## config.mk

```make
export PLATFORM = sky130hd
export DESIGN_NAME = multicycle_controller
export DESIGN_NICKNAME = d
export VERILOG_FILES = /design/src/rtl/multicycle_controller.sv
export SDC_FILE = /design/constraint.sdc
export NUM_CORES = 1
export LEC_CHECK = 0
export CAP_MARGIN = 20
export CORE_MARGIN = 2
export CORE_UTILIZATION = 43
export CTS_BUF_LIST = sky130_fd_sc_hd__clkbuf_16
export CTS_CLUSTER_SIZE = 10
export DETAILED_ROUTE_END_ITERATION = 8
export GPL_ROUTABILITY_DRIVEN = 0
export PLACE_DENSITY = 0.88
export SLEW_MARGIN = 0
export SYNTH_ARGS = -nofsm -noshare
export SYNTH_HDL_FRONTEND = slang
export SYNTH_SLANG_ARGS = --single-unit
```

## constraint.sdc

```tcl
create_clock -name Clk -period 2.35 [get_ports Clk]
set_clock_uncertainty 0.05 [all_clocks]
set_input_delay 0.3525 -clock Clk [delete_from_list [all_inputs] [get_ports Clk]]
set_output_delay 0.3525 -clock Clk [all_outputs]
set_load 0.01 [all_outputs]
```

## src/rtl/multicycle_controller.sv

```systemverilog
`default_nettype none
// ============================================================================
// Module      : multicycle_controller
// Description : Moore FSM control unit for a multicycle MIPS-style datapath.
//               Supports lw, sw, R-type (add/sub/and/or/slt), beq, addi, j.
//               FETCH_WAIT adds memory-wait cycles to FETCH (legal 0..3).
//               Optional feature: define MC_BNE_EN to add bne (Op 000101).
// Revision    : 1.0 - initial release
// ============================================================================
module multicycle_controller #(
  parameter int unsigned FETCH_WAIT = 0
) (
  input  logic       Clk,
  input  logic       Reset,
  input  logic [5:0] Op,
  input  logic [5:0] Funct,
  input  logic       Zero,
  output logic       IorD,
  output logic       MemWrite,
  output logic       IRWrite,
  output logic       RegDst,
  output logic       MemtoReg,
  output logic       RegWrite,
  output logic       ALUSrcA,
  output logic [1:0] ALUSrcB,
  output logic [1:0] PCSrc,
  output logic [2:0] ALUControl,
  output logic       PCEn,
  output logic       Illegal
);

  typedef enum logic [3:0] {
    S_FETCH   = 4'd0,
    S_DECODE  = 4'd1,
    S_MEMADR  = 4'd2,
    S_MEMRD   = 4'd3,
    S_MEMWB   = 4'd4,
    S_MEMWR   = 4'd5,
    S_EXECUTE = 4'd6,
    S_ALUWB   = 4'd7,
    S_BRANCH  = 4'd8,
    S_ADDIEX  = 4'd9,
    S_ADDIWB  = 4'd10,
    S_JUMP    = 4'd11
  } state_t;

  localparam logic [5:0] OP_LW    = 6'b100011;
  localparam logic [5:0] OP_SW    = 6'b101011;
  localparam logic [5:0] OP_RTYPE = 6'b000000;
  localparam logic [5:0] OP_BEQ   = 6'b000100;
  localparam logic [5:0] OP_ADDI  = 6'b001000;
  localparam logic [5:0] OP_J     = 6'b000010;
`ifdef MC_BNE_EN
  localparam logic [5:0] OP_BNE   = 6'b000101;
`endif

  localparam logic [2:0] ALU_ADD = 3'b010;
  localparam logic [2:0] ALU_SUB = 3'b110;
  localparam logic [2:0] ALU_AND = 3'b000;
  localparam logic [2:0] ALU_OR  = 3'b001;
  localparam logic [2:0] ALU_SLT = 3'b111;

  localparam logic [1:0] FETCH_WAIT_C = 2'(FETCH_WAIT);

  state_t     state_q, state_d;
  logic [1:0] wcnt_q, wcnt_d;

  // Raw (pre-reset-gating) control values produced by the decoder
  logic       iord, memwrite, irwrite, regdst, memtoreg, regwrite, alusrca;
  logic [1:0] alusrcb, pcsrc;
  logic [2:0] aluctl;
  logic       pcwrite, branch, illegal;

`ifdef MC_BNE_EN
  logic       bne_q, bne_d;
  logic       branch_ne;
`endif

  // State, fetch-wait counter (and bne flag) registers
  always_ff @(posedge Clk or negedge Reset) begin
    if (!Reset) begin
      state_q <= S_FETCH;
      wcnt_q  <= 2'd0;
`ifdef MC_BNE_EN
      bne_q   <= 1'b0;
`endif
    end else begin
      state_q <= state_d;
      wcnt_q  <= wcnt_d;
`ifdef MC_BNE_EN
      bne_q   <= bne_d;
`endif
    end
  end

  // Next-state and Moore output decode; Illegal is the only input-dependent flag
  always_comb begin
    state_d  = state_q;
    wcnt_d   = 2'd0;
    iord     = 1'b0;
    memwrite = 1'b0;
    irwrite  = 1'b0;
    regdst   = 1'b0;
    memtoreg = 1'b0;
    regwrite = 1'b0;
    alusrca  = 1'b0;
    alusrcb  = 2'b00;
    pcsrc    = 2'b00;
    aluctl   = 3'b000;
    pcwrite  = 1'b0;
    branch   = 1'b0;
    illegal  = 1'b0;
`ifdef MC_BNE_EN
    bne_d     = bne_q;
    branch_ne = 1'b0;
`endif
    case (state_q)
      S_FETCH: begin
        alusrcb = 2'b01;
        aluctl  = ALU_ADD;
        if (wcnt_q == FETCH_WAIT_C) begin
          irwrite = 1'b1;
          pcwrite = 1'b1;
          state_d = S_DECODE;
        end else begin
          wcnt_d = wcnt_q + 2'd1;
        end
      end
      S_DECODE: begin
        alusrcb = 2'b11;
        aluctl  = ALU_ADD;
`ifdef MC_BNE_EN
        bne_d   = (Op == OP_BNE);
`endif
        case (Op)
          OP_LW, OP_SW: state_d = S_MEMADR;
          OP_RTYPE:     state_d = S_EXECUTE;
          OP_BEQ:       state_d = S_BRANCH;
          OP_ADDI:      state_d = S_ADDIEX;
          OP_J:         state_d = S_JUMP;
`ifdef MC_BNE_EN
          OP_BNE:       state_d = S_BRANCH;
`endif
          default: begin
            state_d = S_FETCH;
            illegal = 1'b1;
          end
        endcase
      end
      S_MEMADR: begin
        alusrca = 1'b1;
        alusrcb = 2'b10;
        aluctl  = ALU_ADD;
        state_d = (Op == OP_SW) ? S_MEMWR : S_MEMRD;
      end
      S_MEMRD: begin
        iord    = 1'b1;
        state_d = S_MEMWB;
      end
      S_MEMWB: begin
        memtoreg = 1'b1;
        regwrite = 1'b1;
        state_d  = S_FETCH;
      end
      S_MEMWR: begin
        iord     = 1'b1;
        memwrite = 1'b1;
        state_d  = S_FETCH;
      end
      S_EXECUTE: begin
        alusrca = 1'b1;
        state_d = S_ALUWB;
        case (Funct)
          6'b100000: aluctl = ALU_ADD;
          6'b100010: aluctl = ALU_SUB;
          6'b100100: aluctl = ALU_AND;
          6'b100101: aluctl = ALU_OR;
          6'b101010: aluctl = ALU_SLT;
          default: begin
            aluctl  = ALU_ADD;
            illegal = 1'b1;
          end
        endcase
      end
      S_ALUWB: begin
        regdst   = 1'b1;
        regwrite = 1'b1;
        state_d  = S_FETCH;
      end
      S_BRANCH: begin
        alusrca = 1'b1;
        aluctl  = ALU_SUB;
        pcsrc   = 2'b01;
`ifdef MC_BNE_EN
        branch_ne = bne_q;
        branch    = ~bne_q;
`else
        branch  = 1'b1;
`endif
        state_d = S_FETCH;
      end
      S_ADDIEX: begin
        alusrca = 1'b1;
        alusrcb = 2'b10;
        aluctl  = ALU_ADD;
        state_d = S_ADDIWB;
      end
      S_ADDIWB: begin
        regwrite = 1'b1;
        state_d  = S_FETCH;
      end
      S_JUMP: begin
        pcsrc   = 2'b10;
        pcwrite = 1'b1;
        state_d = S_FETCH;
      end
      default: state_d = S_FETCH;
    endcase
  end

  // Selects come straight from the state; reset already holds FETCH values
  assign IorD       = iord;
  assign RegDst     = regdst;
  assign MemtoReg   = memtoreg;
  assign ALUSrcA    = alusrca;
  assign ALUSrcB    = alusrcb;
  assign PCSrc      = pcsrc;
  assign ALUControl = aluctl;

  // Write enables and Illegal are gated by reset so nothing writes while it is low
  assign MemWrite = memwrite & Reset;
  assign IRWrite  = irwrite  & Reset;
  assign RegWrite = regwrite & Reset;
  assign Illegal  = illegal  & Reset;
`ifdef MC_BNE_EN
  assign PCEn = Reset & (pcwrite | (branch & Zero) | (branch_ne & ~Zero));
`else
  assign PCEn = Reset & (pcwrite | (branch & Zero));
`endif

endmodule
`default_nettype wire

```

Word level (Yosys, flattened, before mapping)
Cells that the tools add are included.

cells by class
  add/sub/neg operators = 1
  equality and inequality tests = 22
  mux-type cells = 23
  bitwise operators = 7
  reductions and logical operators = 11

operators by type and width
  kind                count
  $eq 6x6->1 const B  7
  $pmux 4 s6          1
  $pmux 4 s5          1
  $eq 4x3->1 const B  4
  $eq 4x4->1 const B  4
  $pmux 3 s4          1
  $mux 1              11
  $pmux 3 s3          1
  $eq 4x2->1 const B  2
  $reduce_or 4->1     2
  $and 1x1->1         6
  $eq 6x2->1 const B  1
  $eq 6x3->1 const B  1
  $eq 6x4->1 const B  1
  $logic_not 6->1     1
  $pmux 2 s3          1
  $reduce_or 2->1     3
  $reduce_or 6->1     1
  $reduce_or 5->1     1
  $eq 4x1->1 const B  1
  $logic_not 4->1     1
  $mux 2              2
  $mux 4              1
  $pmux 1 s2          2
  7 further kinds     7

storage, ports and cells
  bits in registers = 6
  input bits = 15
  output and inout port bits = 16
  logic and storage cells = 66

Depth between registers and ports, before layout
Gate-level depths: netlist of run 1.

  word-level depth = 5
  depth in mapped cells = 5
  mapped depth without buffers = 5

Worst setup path after synthesis of run 1
Ideal clock, no wire load.

  kind = input -> output
  start point = input Op[3]
  end point = output Illegal
  data arrival time = 1325 ps
  required time = 1947 ps
  path slack = 622 ps
  stages = 5
  path through = buf_2 xor2_1 o211ai_1 nand2_1 o41ai_1

between the ends
  cells in the longest elaborated chain, start to end = 5
  elaborated cells between the ends (all ways) = 10

RTL lines
  element                             RTL line  RTL
  from (decl)                         15        input logic [5:0] Op,
  $eq 6x6->1 (tied with other cells)  135       case (Op)
  $reduce_or 6->1 (no line) (*)       --
  $mux 1 (*)                          135
  $pmux 1 s2 (*)                      117       case (state_q)
  $and 1x1->1 (*)                     234       assign Illegal = illegal & Reset;
  to (decl)                           29        output logic Illegal

Every way passes the cells marked *; elsewhere a longest branch is shown, timed or not.

Worst setup path after layout of run 1
  start point = register state_q[2]
  end point = output IorD

between the ends
  cells in the longest elaborated chain, start to end = 3
  elaborated cells between the ends (all ways) = 4

RTL lines
  element                                          RTL line  RTL
  from (decl)                                      65        state_t state_q, state_d;
  from (signal assigned)                           88        state_q <= state_d;
  $eq 4x2->1 / $eq 4x3->1 (equally long branches)  117
  $reduce_or 2->1 (no line) (*)                    --
  $mux 1 (*)                                       117
  to (decl)                                        18        output logic IorD,

Marks and branches as above.

==> results.sh, run 1 <==
export IMPL_syn_inst=91
export IMPL_ant_nets=0
export IMPL_gr_total_overflow=0
export IMPL_drc_errors=0
export IMPL_drt_total_wl_mm=2.02
export IMPL_post_route_util=0.786
export IMPL_irDropWorstVdd_mv=0.583
export IMPL_vias_per_cell=5.79
export IMPL_final_hold_violation_count=0
export IMPL_synth_xor_area_frac=0.0400
export IMPL_synth_top_area_frac=0.229
export IMPL_crit_fanout=11
export IMPL_cp_end_kind="output pin"
export IMPL_die_w_um=43.1
export IMPL_synth_seq_area_share=0.229
export IMPL_cts_resized=1
export IMPL_final_common_cell="clkdlybuf4s50_1"
export IMPL_grt_max_degree=12
export IMPL_clock_root_buffer="clkbuf_16"
export IMPL_routedWlPerCell_um=13.7
export IMPL_yosysWarningCount=0
export IMPL_syn_area_per_cell_um2=7.22
export IMPL_core_rowCount=14
export IMPL_ys_types=33
export IMPL_drive_gt1_frac=0.197
export IMPL_rsz0062_at_grt="no"
export IMPL_seqCellArea_um2=153
export IMPL_start_kind="register"
export IMPL_slew_headroom=0.751
export IMPL_area_growth_pct=76.0
export IMPL_worst_hold_slack_ns=0.434
export IMPL_grt_pass1_wl_mm=3.32
export IMPL_cp_data_required_time_ns=1.95
export IMPL_post_cts_setup_buffers=0
export IMPL_critPathSlowestCell="dfrtp_1"
export IMPL_critical_path_max_stage_delay_ns=0.55
export IMPL_status="complete, no violations"
export IMPL_setup_viol=0
export IMPL_ys_ff_latch=6
export IMPL_postCtsHoldBufs=0
export IMPL_synthAdderAreaFrac=0.0381
export IMPL_ys_top_cells_by_area="dfrtp_1, nor2_1, nand2_1"
export IMPL_cts_tree="built"
export IMPL_hp_class="primary input to asynchronous set/reset pin"
export IMPL_yosys_area_top_type="dfrtp_1"
export IMPL_min_period_ns=2.26
export IMPL_cts_num_sinks=6
export IMPL_yosys_area_share_simple=0.383
export IMPL_syn_nets=108
export IMPL_final_max_slew_viol_count=0
export IMPL_crit_chain="buf_4 -> xor2_1 -> and3_1 -> clkdlybuf4s50_1"
export IMPL_initial_core_util=0.446
export IMPL_antenna_found_initial=0
export IMPL_p_total_mw=1.01
export IMPL_clk_latency_ns=0.23
export IMPL_multiInputGateArea_um2=492
export IMPL_maxCapViolCount=0
export IMPL_die_y_um=43.1
export IMPL_cts_buffer_depth=2
export IMPL_synth_cell_area_um2=657
export IMPL_layout_setup_ws_ns=0.0858
export IMPL_grt_pass1_vias=802
export IMPL_powerDensity_mw_per_mm2=875
export IMPL_track_usage=0.233
export IMPL_pin_count=31
export IMPL_clk_pin_slew_ns=0.03
export IMPL_yosys_mux_area_fraction=0.0152
export IMPL_dpl_worst_slack_ns=-0.179
export IMPL_synth_compound_gate_area_share=0.234
export IMPL_crit_arrival_ns=1.86
export IMPL_numCtsBuffers=3
export IMPL_coreArea_mm2=0.00147
export IMPL_nets=151
export IMPL_fin_crit_sh=0.963
export IMPL_critPathKind="register to output pin"
export IMPL_synth_top_family_by_area="simple AND/OR/NAND/NOR gates"
export IMPL_vias=857
export IMPL_port_buffer_count=30
export IMPL_critPathTopFamily="buffers and inverters"
export IMPL_crit_buf_inv=2
export IMPL_nFillCells=93
export IMPL_dp_hpwl_mm=1.51
export IMPL_die_area_mm2=0.00186
export IMPL_p_leak_nw=0.505
export IMPL_tightest_slew_ns=0.373
export IMPL_htreeDepth=1
export IMPL_drt_iter0_drc=19
export IMPL_diodes=0
export IMPL_first_pass_iters=4
export IMPL_max_freq_ghz=0.442
export IMPL_final_cell_mix="clkdlybuf4s50_1, buf_4, nor2_1"
-- metrics by stage --
stage	TNS, ns	cells	cell area, um2
after floorplan	0	91	657
after global placement	-0.132	145	1050
after detailed placement	-0.179	145	1050
after CTS	0	148	1120
after global routing	0	148	1160
final	0	148	1160
-- cell families (layout without fill, tap and decap cells) --
| family | after synthesis | after routing |
|---|---|---|
| simple gates | 49 | 49 |
| compound gates | 21 | 21 |
| buf+inv | 9 | 50 |
| flops | 6 | 6 |
| xor+xnor | 3 | 3 |
| fa+ha+maj | 2 | 2 |
| mux | 1 | 1 |
-- metal layers --
layer | up-vias | GRT usage | routed length, um
met2 | 31 | 0.403 | 1060
li1 | 412 | - | -
met4 | 0 | 0.0909 | 31
met3 | 4 | 0.0170 | 93
met1 | 410 | 0.295 | 840
met5 | - | 0 | 0
-- worst paths after layout --
check / startpoint / to / slack [ns] / depth (start not counted)
hold reg to reg: state_q[3] / state_q[2] / 0.55 / 1
max in group asynchronous: Reset / state_q[3] / 1.67 / 2
setup reg to reg: state_q[2] / state_q[1] / 1.05 / 5
setup / recovery: state_q[2] / IorD / 0.09 / 4
hold / removal: Reset / wcnt_q[0] / 0.43 / 2
min in group Clk: state_q[3] / state_q[2] / 0.55 / 1
-- Yosys cell counts (all sizes together) --
cell type and n:
nor3b 3, a21bo 1, o41ai 1, ha 2, nand3 3, a2111oi 1, and3 4, nor3 7
a31oi 1, nand2 10, o31ai 1, nor2 12, inv 4, mux2i 1, and4 1, nand4 1
o21a 1, a21oi 5, a31o 1, nor2b 4, a32oi 1, nand2b 2, buf 5, nor4 2
o21bai 1, xor2 3, o211ai 1, dfrtp 6, a41o 1, a2bb2oi 1, a22oi 1, o21ai 3
-- flip-flops by register name, summed over array words and instances (netlist names) --
signal   count
wcnt_q       2
state_q      4
-- power by group --
part	total, mW	switching (mW)	internal [mW]
clock	0.275	0.0568	0.218
sequential	0.179	0.0518	0.127
combinational	0.558	0.265	0.292
total	1.01	0.374	0.638
-- cell type report --
class,count,area share
clock buffer,3,0.0649
inverter,4,0.0130
multi-input combinational,76,0.425
sequential,6,0.132
tap,16,0.0173
timing repair buffer,43,0.347
Power figures use the tool's default switching activity.
==> inputs of run 2 (changes only) <==
- CELL_PAD_IN_SITES_DETAIL_PLACEMENT: default -> 0
- CELL_PAD_IN_SITES_GLOBAL_PLACEMENT: default -> 1
- CORE_UTILIZATION: 43 -> 29
- PLACE_DENSITY: 0.88 -> 0.87
- TNS_END_PERCENT: default -> 20
==> run 2 against run 1 <==
Effect of this change: final area is 0.22% lower; register-to-register slack worse by 0.09 ns; clock power is essentially flat; die area up 43%; worst setup slack lost 0.018 ns; clock-buffer cell count is the same; global-route usage shrank 6.3 points; via count is 6.3% lower; combinational power hardly changed.
==> results.sh, run 2 (synthesized netlist as in run 1, its figures left out) <==
export IMPL_status="complete, no violations"
export IMPL_htreeDepth=1
export IMPL_port_buffer_count=30
export IMPL_dr_wl_met2_mm=1.12
export IMPL_grt_max_degree=12
export IMPL_fin_tns_setup_ns=0
export IMPL_cp_data_required_time_ns=1.95
export IMPL_nFillCells=220
export IMPL_vias_per_cell=5.05
export IMPL_die_area_mm2=0.00266
export IMPL_start_kind="primary input"
export IMPL_critPathTopFamily="buffers and inverters"
export IMPL_clk_latency_ns=0.23
export IMPL_irDropWorstVdd_mv=0.451
export IMPL_track_usage=0.170
export IMPL_crit_end="ALUControl[0]"
export IMPL_cts_tree="built"
export IMPL_drc_errors=0
export IMPL_final_max_slew_viol_count=0
export IMPL_routedWlPerCell_um=13.4
export IMPL_crit_chain="clkdlybuf4s50_1 -> nor3b_2 -> a22oi_1 -> nor2_1 -> clkdlybuf4s50_1"
export IMPL_antenna_found_initial=0
export IMPL_gr_total_overflow=0
export IMPL_drt_iter0_drc=20
export IMPL_final_hold_violation_count=0
export IMPL_dp_hpwl_mm=1.61
export IMPL_coreArea_mm2=0.00217
export IMPL_area_growth_pct=75.6
export IMPL_p_leak_nw=0.492
export IMPL_r2r_end="state_q[2]"
export IMPL_die_w_um=51.6
export IMPL_postCtsHoldBufs=0
export IMPL_pin_count=31
export IMPL_ff2ff_path_depth=4
export IMPL_tightest_slew_ns=0.313
export IMPL_rrSetupSlack_ns=0.96
export IMPL_wl_met3_um=77
export IMPL_die_y_um=51.6
export IMPL_clock_root_buffer="clkbuf_16"
export IMPL_topRoutingLayerUsed="met4"
export IMPL_crit_fanout=3
export IMPL_fin_cells=159
export IMPL_critPathSlowestCell="clkdlybuf4s50_1"
export IMPL_maxCapViolCount=0
export IMPL_crit_path_start="Funct[2]"
export IMPL_dpl_cell_count=156
export IMPL_first_pass_iters=4
export IMPL_cp_end_kind="output pin"
export IMPL_cts_num_sinks=6
export IMPL_grt_pass1_wl_mm=3.42
export IMPL_fin_area_mm2=0.00115
export IMPL_numCtsBuffers=3
export IMPL_nets=150
export IMPL_hp_class="primary input to asynchronous set/reset pin"
export IMPL_max_freq_ghz=0.438
export IMPL_final_cell_mix="clkdlybuf4s50_1, buf_4, nor2_1"
export IMPL_cp_depth=5
export IMPL_vias=803
export IMPL_slew_headroom=0.789
export IMPL_p_total_mw=1.01
export IMPL_grt_pass1_vias=781
export IMPL_clk_pin_slew_ns=0.03
export IMPL_largestRegisters="state_q x4, wcnt_q x2"
export IMPL_ant_nets=0
export IMPL_cpMostUsedCell="clkdlybuf4s50_1"
export IMPL_powerDensity_mw_per_mm2=874
export IMPL_critical_path_max_stage_delay_ns=0.54
export IMPL_drt_total_wl_mm=2.14
export IMPL_crit_arrival_ns=1.88
export IMPL_drive_gt1_frac=0.176
export IMPL_crit_buf_inv=2
export IMPL_final_common_cell="clkdlybuf4s50_1"
export IMPL_critPathKind="primary input to output pin"
export IMPL_setup_viol=0
export IMPL_drt_met1_wl_um=919
export IMPL_rsz0062_at_grt="yes"
export IMPL_core_rowCount=17
export IMPL_r2r_start="state_q[2]"
export IMPL_fin_crit_sh=0.971
export IMPL_min_period_ns=2.28
export IMPL_top_register="state_q"
export IMPL_largest_register_ffs=4
export IMPL_diodes=0
export IMPL_cts_buffer_depth=2
export IMPL_dpl_instance_area_mm2=0.00106
export IMPL_initial_core_util=0.303
[run 2: layout make-up]
class	instances	area, um2	share of cell area
Multi-Input combinational cell	76	484	0.420
Timing Repair Buffer	42	393	0.341
Sequential cell	6	151	0.131
Clock buffer	3	75.1	0.0651
Tap cell	28	35.0	0.0304
Inverter	4	15.0	0.0130
[run 2: where the power goes]
| group | internal (mW) | total [mW] | switching, mW |
|---|---|---|---|
| clock | 0.219 | 0.277 | 0.0581 |
| sequential | 0.125 | 0.175 | 0.0505 |
| combinational | 0.292 | 0.557 | 0.265 |
[run 2: how the worst min path moves through the flow]
stage                         start    endpoint  slack [ns]
final                         Reset  state_q[2]        0.44
after global placement    wcnt_q[1]   wcnt_q[0]        0.57
after floorplan               Reset  state_q[0]       0.007
after CTS                     Reset   wcnt_q[0]        0.45
after global routing          Reset   wcnt_q[1]        0.45
after detailed placement  wcnt_q[1]   wcnt_q[0]        0.59
[run 2: stage by stage]
step	setup slack (ns)	hold WS, ns	util
after global routing	-0.0412	0.452	0.532
after global placement	-0.161	0.566	0.487
final	0.0674	0.444	0.532
after detailed placement	-0.230	0.585	0.487
after floorplan	0.622	0.00691	-
after CTS	0.0285	0.455	0.521
[run 2: per-layer routing]
| layer | global-route usage | vias up |
|---|---|---|
| met4 | 0.0789 | 0 |
| li1 | - | 407 |
| met3 | 0.0115 | 2 |
| met2 | 0.308 | 24 |
| met1 | 0.202 | 370 |
| met5 | 0 | - |
[run 2: repair_timing]
item                                    4_1_cts  5_1_grt
endpoints found under the setup margin        1        6
setup buffers                                 0        0
resized for setup                             1        7
==> inputs of run 3 (changes only) <==
- REMOVE_ABC_BUFFERS: default -> 1
==> run 3 against run 2 <==
Effect of this change: critical path depth unchanged; critical path type unchanged; sequential cell count unchanged; final area up 0.98%; critical endpoint unchanged.
==> results.sh, run 3 (synthesized netlist as in run 1, its figures left out) <==
export IMPL_critPathKind="primary input to output pin"
export IMPL_grt_max_degree=11
export IMPL_layout_setup_ws_ns=0.0467
export IMPL_r2r_start="state_q[2]"
export IMPL_drt_total_wl_mm=2.05
export IMPL_largestRegisters="state_q x4, wcnt_q x2"
export IMPL_vias=811
export IMPL_critPathTopFamily="buffers and inverters"
export IMPL_coreArea_mm2=0.00217
export IMPL_crit_chain="clkdlybuf4s50_1 -> nor3b_2 -> a22oi_1 -> nor2_1 -> clkdlybuf4s50_1"
export IMPL_cp_data_required_time_ns=1.95
export IMPL_vias_per_cell=5.07
export IMPL_start_kind="primary input"
export IMPL_drc_errors=0
export IMPL_clock_root_buffer="clkbuf_16"
export IMPL_setup_viol=0
export IMPL_dp_hpwl_mm=1.56
export IMPL_status="complete, no violations"
export IMPL_cts_buffer_depth=2
export IMPL_drt_iter0_drc=22
export IMPL_htreeDepth=1
export IMPL_clk_latency_ns=0.23
export IMPL_critical_path_max_stage_delay_ns=0.55
export IMPL_area_growth_pct=77.3
export IMPL_diodes=0
export IMPL_final_common_cell="clkdlybuf4s50_1"
export IMPL_die_w_um=51.6
export IMPL_powerDensity_mw_per_mm2=860
export IMPL_drive_gt1_frac=0.205
export IMPL_routedWlPerCell_um=12.8
export IMPL_cpMostUsedCell="clkdlybuf4s50_1"
export IMPL_final_hold_violation_count=0
export IMPL_die_y_um=51.6
export IMPL_crit_path_start="Funct[2]"
export IMPL_initial_core_util=0.303
export IMPL_core_rowCount=17
export IMPL_grt_pass1_wl_mm=3.43
export IMPL_die_area_mm2=0.00266
export IMPL_p_leak_nw=0.498
export IMPL_critPathSlowestCell="clkdlybuf4s50_1"
export IMPL_p_total_mw=1.00
export IMPL_nets=151
export IMPL_first_pass_iters=4
export IMPL_rsz0062_at_grt="yes"
export IMPL_dpl_worst_slack_ns=-0.175
export IMPL_top_register="state_q"
export IMPL_cp_end_kind="output pin"
export IMPL_min_period_ns=2.30
export IMPL_maxCapViolCount=0
export IMPL_hp_class="primary input to asynchronous set/reset pin"
export IMPL_max_freq_ghz=0.434
export IMPL_nFillCells=206
export IMPL_track_usage=0.168
export IMPL_slew_headroom=0.784
export IMPL_numCtsBuffers=3
export IMPL_final_cell_mix="clkdlybuf4s50_1, buf_4, nand2_1, nor2_1, nor3_1"
export IMPL_largest_register_ffs=4
export IMPL_cts_tree="built"
export IMPL_grt_pass1_vias=784
export IMPL_irDropWorstVdd_mv=0.375
export IMPL_final_max_slew_viol_count=0
export IMPL_crit_buf_inv=2
export IMPL_ant_nets=0
export IMPL_fin_crit_sh=0.980
export IMPL_clk_pin_slew_ns=0.04
export IMPL_worst_hold_slack_ns=0.395
export IMPL_antenna_found_initial=0
export IMPL_pin_count=31
export IMPL_post_cts_setup_buffers=0
export IMPL_tightest_slew_ns=0.321
export IMPL_port_buffer_count=30
export IMPL_crit_arrival_ns=1.90
export IMPL_cts_num_sinks=6
export IMPL_fin_tns_setup_ns=0
export IMPL_gr_total_overflow=0
export IMPL_crit_fanout=3
## run 3: changes by cell type in the layout (fill, tap and decap cells not counted), sizes merged
cell / change
buf: +1
clkdlybuf4s15: -1
dlygate4sd2: +1
## run 3: final timing paths
kind                                       to  slack (ns)  depth (start not counted)
worst max-delay path            ALUControl[0]        0.05                          5
worst min-delay path                wcnt_q[0]        0.40                          2
worst max register to register     state_q[2]        1.09                          4
worst min register to register      wcnt_q[0]        0.61                          2
max in group asynchronous          state_q[2]        1.71                          2
min in group Clk                    wcnt_q[0]        0.61                          2
## run 3: worst register-to-register path: cells and delay by family (launching register included)
family          cells  cell delay [ns]
compound gates      3             0.45
flops               1             0.46
buf+inv             1             0.18
## run 3: timing repair
| item | in CTS | in global routing |
|---|---|---|
| endpoints found under the setup margin | 1 | 6 |
| hold endpoints to repair | 0 | 0 |
| hold buffers | 0 | 0 |
| resized for setup | 1 | 9 |
| gates cloned | 0 | 0 |
## run 3: layer usage
layer | GRT usage | up-vias | share of wire | wire length (um)
li1 | - | 411 | - | -
met3 | 0.0230 | 2 | 0.046 | 94
met5 | 0 | - | 0 | 0
met1 | 0.241 | 374 | 0.48 | 993
met4 | 0.0789 | 0 | 0.0083 | 17
met2 | 0.248 | 24 | 0.46 | 946
## run 3: power breakdown
group	internal [mW]	switching, mW	leakage, nW	total (mW)
registers	0.128	0.0620	0.0767	0.190
clock network	0.219	0.0627	0.0370	0.282
logic	0.284	0.245	0.384	0.530
total	0.632	0.370	0.498	1.00
## run 3: through the flow
step / instances / cell area (um2) / utilization
floorplan: 86 / 632 / -
global placement: 157 / 1060 / 0.491
detailed placement: 157 / 1060 / 0.491
CTS: 160 / 1140 / 0.525
global route: 160 / 1160 / 0.537
finish: 160 / 1160 / 0.537
## run 3: final cells by class
cell class	count	area, um2	share of cell area
Tap cell	28	35.0	0.0301
Timing Repair Buffer	43	399	0.343
Sequential cell	6	154	0.132
Clock buffer	3	75.1	0.0644
Inverter	4	15.0	0.0129
Multi-Input combinational cell	76	487	0.418
